<file path="src/rtl/hamming_seq_if.sv">
// Operand/result handshake bundle for hamming_seq. The DUT side uses the
// slave modport; whoever feeds operands and drains results uses master.
interface hamming_seq_if #(
    parameter int N  = 16,
    parameter int DW = $clog2(N + 1)
);
    logic          in_valid;
    logic          in_ready;
    logic [N-1:0]  in1;
    logic [N-1:0]  in2;
    logic [DW-1:0] thresh;
    logic          out_valid;
    logic          out_ready;
    logic [DW-1:0] hamming;
    logic          match;
    logic          busy;
    logic [1:0]    state_dbg;

    modport slave (
        input  in_valid, in1, in2, thresh, out_ready,
        output in_ready, out_valid, hamming, match, busy, state_dbg
    );

    modport master (
        output in_valid, in1, in2, thresh, out_ready,
        input  in_ready, out_valid, hamming, match, busy, state_dbg
    );
endinterface

</file>
<file path="src/rtl/hamming_seq.sv">
// Sequential Hamming distance: popcounts P bits of in1^in2 per cycle over
// N/P cycles, then holds the distance and threshold match until consumed.
module hamming_seq #(
    parameter int N = 16,
    parameter int P = 4
) (
    input  logic         clk,
    input  logic         rst_n,
    hamming_seq_if.slave bus
);
    localparam int DW    = $clog2(N + 1);
    localparam int STEPS = N / P;
    localparam int CW    = (STEPS > 1) ? $clog2(STEPS) : 1;

    if (N < 2 || P < 1 || P > N || (N % P) != 0) begin : g_bad_params
        $error("hamming_seq: N must be >= 2 and a multiple of P, 1 <= P <= N");
    end

    // Handshake: a transfer happens on a rising edge where valid && ready.
    // A producer holds its payload stable while valid is high and not yet
    // taken; ready may depend combinationally on the consumer's ready.

    typedef enum logic [1:0] {
        IDLE  = 2'd0,
        COUNT = 2'd1,
        DONE  = 2'd2
    } state_t;

    state_t        state, state_nxt;
    logic [N-1:0]  shift_q;
    logic [DW-1:0] acc_q;
    logic [CW-1:0] cnt_q;
    logic [DW-1:0] thr_q;
    logic [DW-1:0] pc;
    logic          accept;
    logic          last_step;

    assign bus.in_ready  = (state == IDLE) || ((state == DONE) && bus.out_ready);
    assign accept        = bus.in_valid && bus.in_ready;
    assign last_step     = (cnt_q == CW'(STEPS - 1));

    assign bus.busy      = (state == COUNT);
    assign bus.out_valid = (state == DONE);
    assign bus.hamming   = (state == DONE) ? acc_q : '0;
    assign bus.match     = (state == DONE) && (acc_q <= thr_q);
    assign bus.state_dbg = state;

    always_comb begin
        pc = '0;
        for (int i = 0; i < P; i++) begin
            pc = pc + DW'(shift_q[i]);
        end
    end

    always_comb begin
        state_nxt = state;
        case (state)
            IDLE:    if (accept) state_nxt = COUNT;
            COUNT:   if (last_step) state_nxt = DONE;
            DONE: begin
                if (bus.out_ready) state_nxt = accept ? COUNT : IDLE;
            end
            default: state_nxt = IDLE;
        endcase
    end

    always_ff @(posedge clk or negedge rst_n) begin
        if (!rst_n) begin
            state <= IDLE;
        end else begin
            state <= state_nxt;
        end
    end

    // Operands are captured only on accept, so input changes mid-count are invisible.
    always_ff @(posedge clk or negedge rst_n) begin
        if (!rst_n) begin
            shift_q <= '0;
            acc_q   <= '0;
            cnt_q   <= '0;
            thr_q   <= '0;
        end else if (accept) begin
            shift_q <= bus.in1 ^ bus.in2;
            acc_q   <= '0;
            cnt_q   <= '0;
            thr_q   <= bus.thresh;
        end else if (state == COUNT) begin
            shift_q <= shift_q >> P;
            acc_q   <= acc_q + pc;
            cnt_q   <= cnt_q + 1'b1;
        end
    end
endmodule

</file>
<file path="src/flat_wrapper.sv">
// flat-port wrapper written by rule: the top's interface ports become plain ports
module hamming_seq_flat 
#(
    parameter int N = 16,
    parameter int P = 4
)
  (clk, rst_n, bus_in_valid, bus_in1, bus_in2, bus_thresh, bus_out_ready, bus_in_ready, bus_out_valid, bus_hamming, bus_match, bus_busy, bus_state_dbg);
  hamming_seq_if #(.N(N), .DW((5))) bus_i ();
  input  logic clk;
  input  logic rst_n;
  input wire logic [$bits(bus_i.in_valid)-1:0] bus_in_valid;
  input wire logic [$bits(bus_i.in1)-1:0] bus_in1;
  input wire logic [$bits(bus_i.in2)-1:0] bus_in2;
  input wire logic [$bits(bus_i.thresh)-1:0] bus_thresh;
  input wire logic [$bits(bus_i.out_ready)-1:0] bus_out_ready;
  output wire logic [$bits(bus_i.in_ready)-1:0] bus_in_ready;
  output wire logic [$bits(bus_i.out_valid)-1:0] bus_out_valid;
  output wire logic [$bits(bus_i.hamming)-1:0] bus_hamming;
  output wire logic [$bits(bus_i.match)-1:0] bus_match;
  output wire logic [$bits(bus_i.busy)-1:0] bus_busy;
  output wire logic [$bits(bus_i.state_dbg)-1:0] bus_state_dbg;
  assign bus_i.in_valid = bus_in_valid;
  assign bus_i.in1 = bus_in1;
  assign bus_i.in2 = bus_in2;
  assign bus_i.thresh = bus_thresh;
  assign bus_i.out_ready = bus_out_ready;
  assign bus_in_ready = bus_i.in_ready;
  assign bus_out_valid = bus_i.out_valid;
  assign bus_hamming = bus_i.hamming;
  assign bus_match = bus_i.match;
  assign bus_busy = bus_i.busy;
  assign bus_state_dbg = bus_i.state_dbg;
  hamming_seq #(.N(N), .P(P)) u_core (.clk(clk), .rst_n(rst_n), .bus(bus_i));
endmodule
</file>
<file path="config.mk">
export PLATFORM = sky130hd
export DESIGN_NAME = hamming_seq_flat
export DESIGN_NICKNAME = d
export VERILOG_FILES = /design/src/rtl/hamming_seq_if.sv /design/src/rtl/hamming_seq.sv /design/src/flat_wrapper.sv
export SDC_FILE = /design/constraint.sdc
export NUM_CORES = 1
export LEC_CHECK = 0
export CAP_MARGIN = 30
export CORE_MARGIN = 8
export CORE_UTILIZATION = 47
export CTS_CLUSTER_DIAMETER = 100
export DETAILED_ROUTE_END_ITERATION = 10
export GPL_TIMING_DRIVEN = 0
export HOLD_SLACK_MARGIN = 0.15
export PLACE_DENSITY = 0.8
export SYNTH_ARGS = -nofsm -noshare
export SYNTH_HDL_FRONTEND = slang
export SYNTH_SLANG_ARGS = --single-unit
</file>
<file path="constraint.sdc">
create_clock -name clk -period 3.2 [get_ports clk]
set_clock_uncertainty 0.15 [all_clocks]
set_input_delay 0.64 -clock clk [delete_from_list [all_inputs] [get_ports clk]]
set_output_delay 0.64 -clock clk [all_outputs]
set_load 0.005 [all_outputs]
</file>
==> impl_metrics.tcl, run 1 <==
set metrics [dict create \
    period_share 0.865 \
    setup_slack_ns 0.431 \
    seq_area_um2 751 \
    dieArea_um2 5980 \
    grt_setup_unrepaired "no" \
    post_cts_buffers 0 \
    finalWirelength_mm 3.78 \
    swShare 0.378 \
    p_sw_mw 0.771 \
    synth_edf_count 0 \
    clk_pin_slew_ns 0.06 \
    synth_top_family_by_area "multiplexers" \
    fillCellCount 300 \
    tritoncts "built" \
    antenna_found_initial 0 \
    combPwrFrac 0.534 \
    layout_commonest_cell "clkdlybuf4s50_1" \
    placed_area_um2 2350 \
    worst_slew_pin_slew_ns 0.516 \
    crit_arrival_ns 1.98 \
    final_hold_viol_count 0 \
    post-dp-hpwl_mm 3.05 \
    dr.first_iter.drc_count 91 \
    num_antenna_cells 0 \
    fin_crit_ns 2.77 \
    yosysUniqueCellTypes 28 \
    nets 271 \
    cts_hold_buf 0 \
    worstSetupEndpointType "primary output" \
    pre_cts_slack_ns 0.603 \
    critPathMaxFanout 4 \
    hp-class "reg -> reg" \
    clock_latency_ns 0.28 \
    via_per_inst 5.10 \
    multiInputGateArea_um2 916 \
    slew_headroom 0.655 \
    drc_errors 0 \
    ant_nets 0 \
    p_seq_frac 0.329 \
    synth-compound-area-share 0.0673 \
    dr.pass1.iters 4 \
    grt_max_degree 22 \
    grtUsageTotal 0.131 \
    die_w_um 77.3 \
    synth_xor_area_frac 0.0892 \
    rows 22 \
    required_ns 2.41 \
    htreeDepth 2 \
    p_leak_nw 1.07 \
    finalMaxSlewViolations 0 \
    synth_warnings 0 \
    muxShareOfSynthArea 0.191 \
    layout_common_cells "clkdlybuf4s50_1 (51), dfrtp_1 (30), mux2i_1 (28), xnor2_1 (18)" \
    synthToLayoutAreaGrowth_pct 37.5 \
    cts_buffers 5 \
    syn_inst 158 \
    avgSynthCellArea_um2 11.2 \
    die_h_um 77.3 \
    floorplan.initialDensity 0.486 \
    wl_per_cell_um 14.3 \
    max_freq_mhz 361 \
    overflow 0 \
    grt_pass1_wl_mm 6.46 \
    portBuffers 51 \
    synth_seq_cells 30 \
    final_area_um2 2430 \
    path_class "reg -> out" \
    synth_flop_cell "dfrtp_1" \
    max-cap-violations 0 \
    synth_adder_area_share 0.101 \
    hold_ws_ns 0.360 \
    fin_tns_setup_ns 0 \
    clk_path_buf_depth 2 \
    power.share.clock 0.136 \
    core_area_um2 3630 \
    p_per_area_nw_per_um2 839 \
    cts.sinks 30 \
    syn_area_um2 1770 \
    gp_congestion 0.778 \
    setup_viol 0 \
    async_reset_ff_frac 1.00 \
    critPathLaunchType "register" \
    vias 1351 \
    internal_power_mw 1.27 \
    status "complete, no violations" \
    synthSimpleGateAreaFrac 0.0708 \
    ioPinCount 52 \
    ir_worst_vdd_mv 0.346 \
    cts_resized 0 \
    ys_seq_area_frac 0.425 \
    syn_nets 212 \
    clockRootBuffer "clkbuf_8" \
    drive_gt1_frac 0.0922 \
    grt_pass1_vias 1496 \
]
cells by family (layout without fill, tap and decap cells):
logic type / Yosys count / in the layout
buf+inv: 20 / 79
xor+xnor: 18 / 18
flops: 30 / 30
mux: 33 / 33
simple gates: 25 / 25
fa+ha+maj: 13 / 13
compound gates: 19 / 19
metrics by stage:
step                      std cells  utilization  power, mW
after CTS                       265        0.668       2.06
after global routing            265        0.668       2.21
after floorplan                 158            -       1.44
after global placement          257        0.643       1.69
final                           265        0.668       2.04
after detailed placement        258        0.647       1.78
per-layer routing:
layer  track usage  part of all wire  vias up
li1              -                 -      654
met2         0.228              0.48       55
met3        0.0606             0.090        6
met4        0.0547             0.013        0
met5             0                 0        -
met1         0.131              0.41      636
layout make-up:
type | instances | share of cell area
Sequential cell | 30 | 0.309
Buffer | 7 | 0.0211
Multi-Input combinational cell | 108 | 0.377
Inverter | 13 | 0.0201
Tap cell | 48 | 0.0247
Clock buffer | 7 | 0.0314
Timing Repair Buffer | 52 | 0.216
power groups by stage:
stage	Clock, mW	Sequential (mW)	Combinational [mW]
after floorplan	0	0.644	0.798
after global placement	0	0.665	1.03
after detailed placement	0	0.678	1.10
after CTS	0.285	0.672	1.10
after global routing	0.303	0.694	1.21
final	0.278	0.671	1.09
synth_stat cells, types with 2 or more instances:
cell type / n / area share
a21oi_1: 8 / 0.023
buf_2: 2 / 0.0057
o21ai_0: 2 / 0.0057
fa_1: 2 / 0.023
inv_1: 12 / 0.025
and2_1: 5 / 0.018
mux2_2: 5 / 0.032
o31ai_1: 2 / 0.0085
nor2_1: 3 / 0.0064
buf_4: 2 / 0.0085
a211oi_1: 3 / 0.013
xnor2_1: 18 / 0.089
buf_6: 2 / 0.013
mux2i_1: 28 / 0.16
ha_1: 11 / 0.078
nand2_1: 12 / 0.025
dfrtp_1: 30 / 0.42
path summary, 6_finish.rpt:
kind | cells past startpoint | start | endpoint | slack, ns
max | 5 | u_core.acc_q[4] | bus_match | 0.43
min | 1 | u_core.thr_q[3] | u_core.thr_q[3] | 0.36
max reg2reg | 9 | u_core.shift_q[1] | u_core.acc_q[4] | 0.70
min reg2reg | 1 | u_core.thr_q[3] | u_core.thr_q[3] | 0.36
max in group asynchronous | 2 | rst_n | u_core.acc_q[0] | 1.82
min in group asynchronous | 1 | rst_n | u_core.shift_q[3] | 0.56
sequential cells by signal, indices dropped and copies added, names as in the netlist:
name,flops
u_core.acc_q,5
u_core.shift_q,16
u_core.bus.state_dbg,2
u_core.cnt_q,2
u_core.thr_q,5
worst max-delay path, stage by stage (launching register included):
cell             delay [ns]
dfrtp_1                0.41
ha_1                   0.33
a21oi_1                0.14
o21ai_0                0.10
o22ai_1                0.19
clkdlybuf4s50_1        0.53
(Power assumes the default switching activity.)
==> run 2: changes to the inputs <==
Settings changed: CORE_UTILIZATION 47 to 42, PLACE_DENSITY 0.8 to 0.72, RECOVER_POWER from default to 50.
==> impl_metrics.tcl, run 2 (synthesized netlist as in run 1, its figures left out) <==
set metrics [dict create \
    status "complete, no violations" \
    p_per_area_nw_per_um2 842 \
    crit_arrival_ns 2.01 \
    clock_latency_ns 0.28 \
    clk_pin_slew_ns 0.06 \
    largest_register_ffs 16 \
    reg_top3 "u_core.shift_q: 16 flops, u_core.acc_q: 5 flops, u_core.thr_q: 5 flops" \
    max-cap-violations 0 \
    slew_headroom 0.267 \
    regMostFlops "u_core.shift_q" \
    gp_congestion 0.791 \
    cts_resized 0 \
    fin_crit_ns 2.80 \
    dr.pass1.iters 2 \
    p_seq_frac 0.330 \
    ant_nets 0 \
    die_w_um 80.9 \
    grt_pass1_wl_mm 6.29 \
    vias 1333 \
    rows 23 \
    p_sw_mw 0.773 \
    critPathLaunchType "register" \
    finalMaxSlewViolations 0 \
    drc_errors 0 \
    core_area_um2 4030 \
    power.share.clock 0.137 \
    combPwrFrac 0.533 \
    fin_tns_setup_ns 0 \
    portBuffers 51 \
    worstPathCellList "ha_1 -> a21oi_1 -> o21ai_0 -> o22ai_1 -> clkdlybuf4s50_1" \
    synthToLayoutAreaGrowth_pct 36.9 \
    pre_cts_slack_ns 0.589 \
    grtUsageTotal 0.125 \
    ir_worst_vdd_mv 0.362 \
    overflow 0 \
    cts_hold_buf 0 \
    finalWirelength_mm 3.83 \
    dieArea_um2 6540 \
    grt_pass1_vias 1437 \
    max_freq_mhz 358 \
    setup_viol 0 \
    clockRootBuffer "clkbuf_8" \
    grt_setup_unrepaired "no" \
    cts_buffers 5 \
    grt_max_degree 21 \
    dr.first_iter.drc_count 55 \
    required_ns 2.41 \
    clk_path_buf_depth 2 \
    wl_per_cell_um 14.4 \
    die_h_um 80.9 \
    cpMaxStageDelayCell "clkdlybuf4s50_1" \
    layout_commonest_cell "clkdlybuf4s50_1" \
    drive_gt1_frac 0.0829 \
    critPathMaxFanout 4 \
    antenna_found_initial 0 \
    max_stage_delay_ns 0.53 \
    final_hold_viol_count 0 \
    htreeDepth 2 \
    ioPinCount 52 \
    internal_power_mw 1.26 \
    layout_common_cells "clkdlybuf4s50_1 (49), dfrtp_1 (30), mux2i_1 (28), xnor2_1 (18)" \
    period_share 0.874 \
    num_antenna_cells 0 \
    cts.sinks 30 \
    via_per_inst 4.99 \
    post_cts_buffers 0 \
    worst_slew_pin_slew_ns 1.10 \
    post-dp-hpwl_mm 3.09 \
    path_class "reg -> out" \
    worstSetupEndpointType "primary output" \
    floorplan.initialDensity 0.439 \
    swShare 0.379 \
    setup_slack_ns 0.405 \
    tritoncts "built" \
    p_leak_nw 1.06 \
    hp-class "reg -> reg" \
    nets 271 \
]
run 2: changes by cell type in the layout (fill, tap and decap cells not counted):
cell / change
clkdlybuf4s50_1: -2
buf_8: -1
clkbuf_1: +2
dlygate4sd3_1: +2
buf_2: -1
run 2: layout make-up:
type / instances / area (um2)
fillers: 340 / 1610
multi-input cells: 108 / 916
flip-flops and latches: 30 / 751
repair buffers: 52 / 514
clock buffers: 7 / 76.3
well taps: 50 / 62.6
plain buffers: 7 / 50.0
inverters: 13 / 48.8
run 2: path summary, 6_finish.rpt:
path	from	endpoint	slack (ns)	cells past startpoint
min	u_core.thr_q[1]	u_core.thr_q[1]	0.36	1
min reg2reg	u_core.thr_q[1]	u_core.thr_q[1]	0.36	1
max in group asynchronous	rst_n	u_core.thr_q[3]	0.91	2
max reg2reg	u_core.shift_q[0]	u_core.acc_q[4]	0.66	9
min in group asynchronous	rst_n	u_core.acc_q[4]	0.61	1
max	u_core.acc_q[4]	bus_match	0.40	5
run 2: stage by stage:
step	cell area (um2)	util	total power, mW	hold slack (ns)	cells
floorplan	1770	-	1.44	0.194	158
global placement	2340	0.581	1.70	0.347	259
detailed placement	2370	0.588	1.78	0.351	260
CTS	2440	0.607	2.07	0.364	267
global route	2420	0.600	2.22	0.392	267
finish	2420	0.600	2.04	0.360	267
run 2: critical path, delay by kind of cell (launching register included):
| kind | cells | cell delay (ns) |
|---|---|---|
| buf+inv | 1 | 0.53 |
| compound gates | 3 | 0.46 |
| flops | 1 | 0.42 |
| fa+ha+maj | 1 | 0.32 |
run 2: per-layer routing:
layer / up-vias / track usage / share of wire
met2: 52 / 0.203 / 0.47
met4: 0 / 0.0571 / 0.026
li1: 654 / - / -
met5: - / 0 / 0
met1: 619 / 0.139 / 0.43
met3: 8 / 0.0530 / 0.078
run 2: power groups by stage:
stage	Sequential, mW	Combinational (mW)	Clock [mW]
finish	0.671	1.09	0.279
global route	0.694	1.21	0.308
CTS	0.674	1.11	0.290
detailed placement	0.680	1.10	0
global placement	0.667	1.03	0
floorplan	0.644	0.798	0
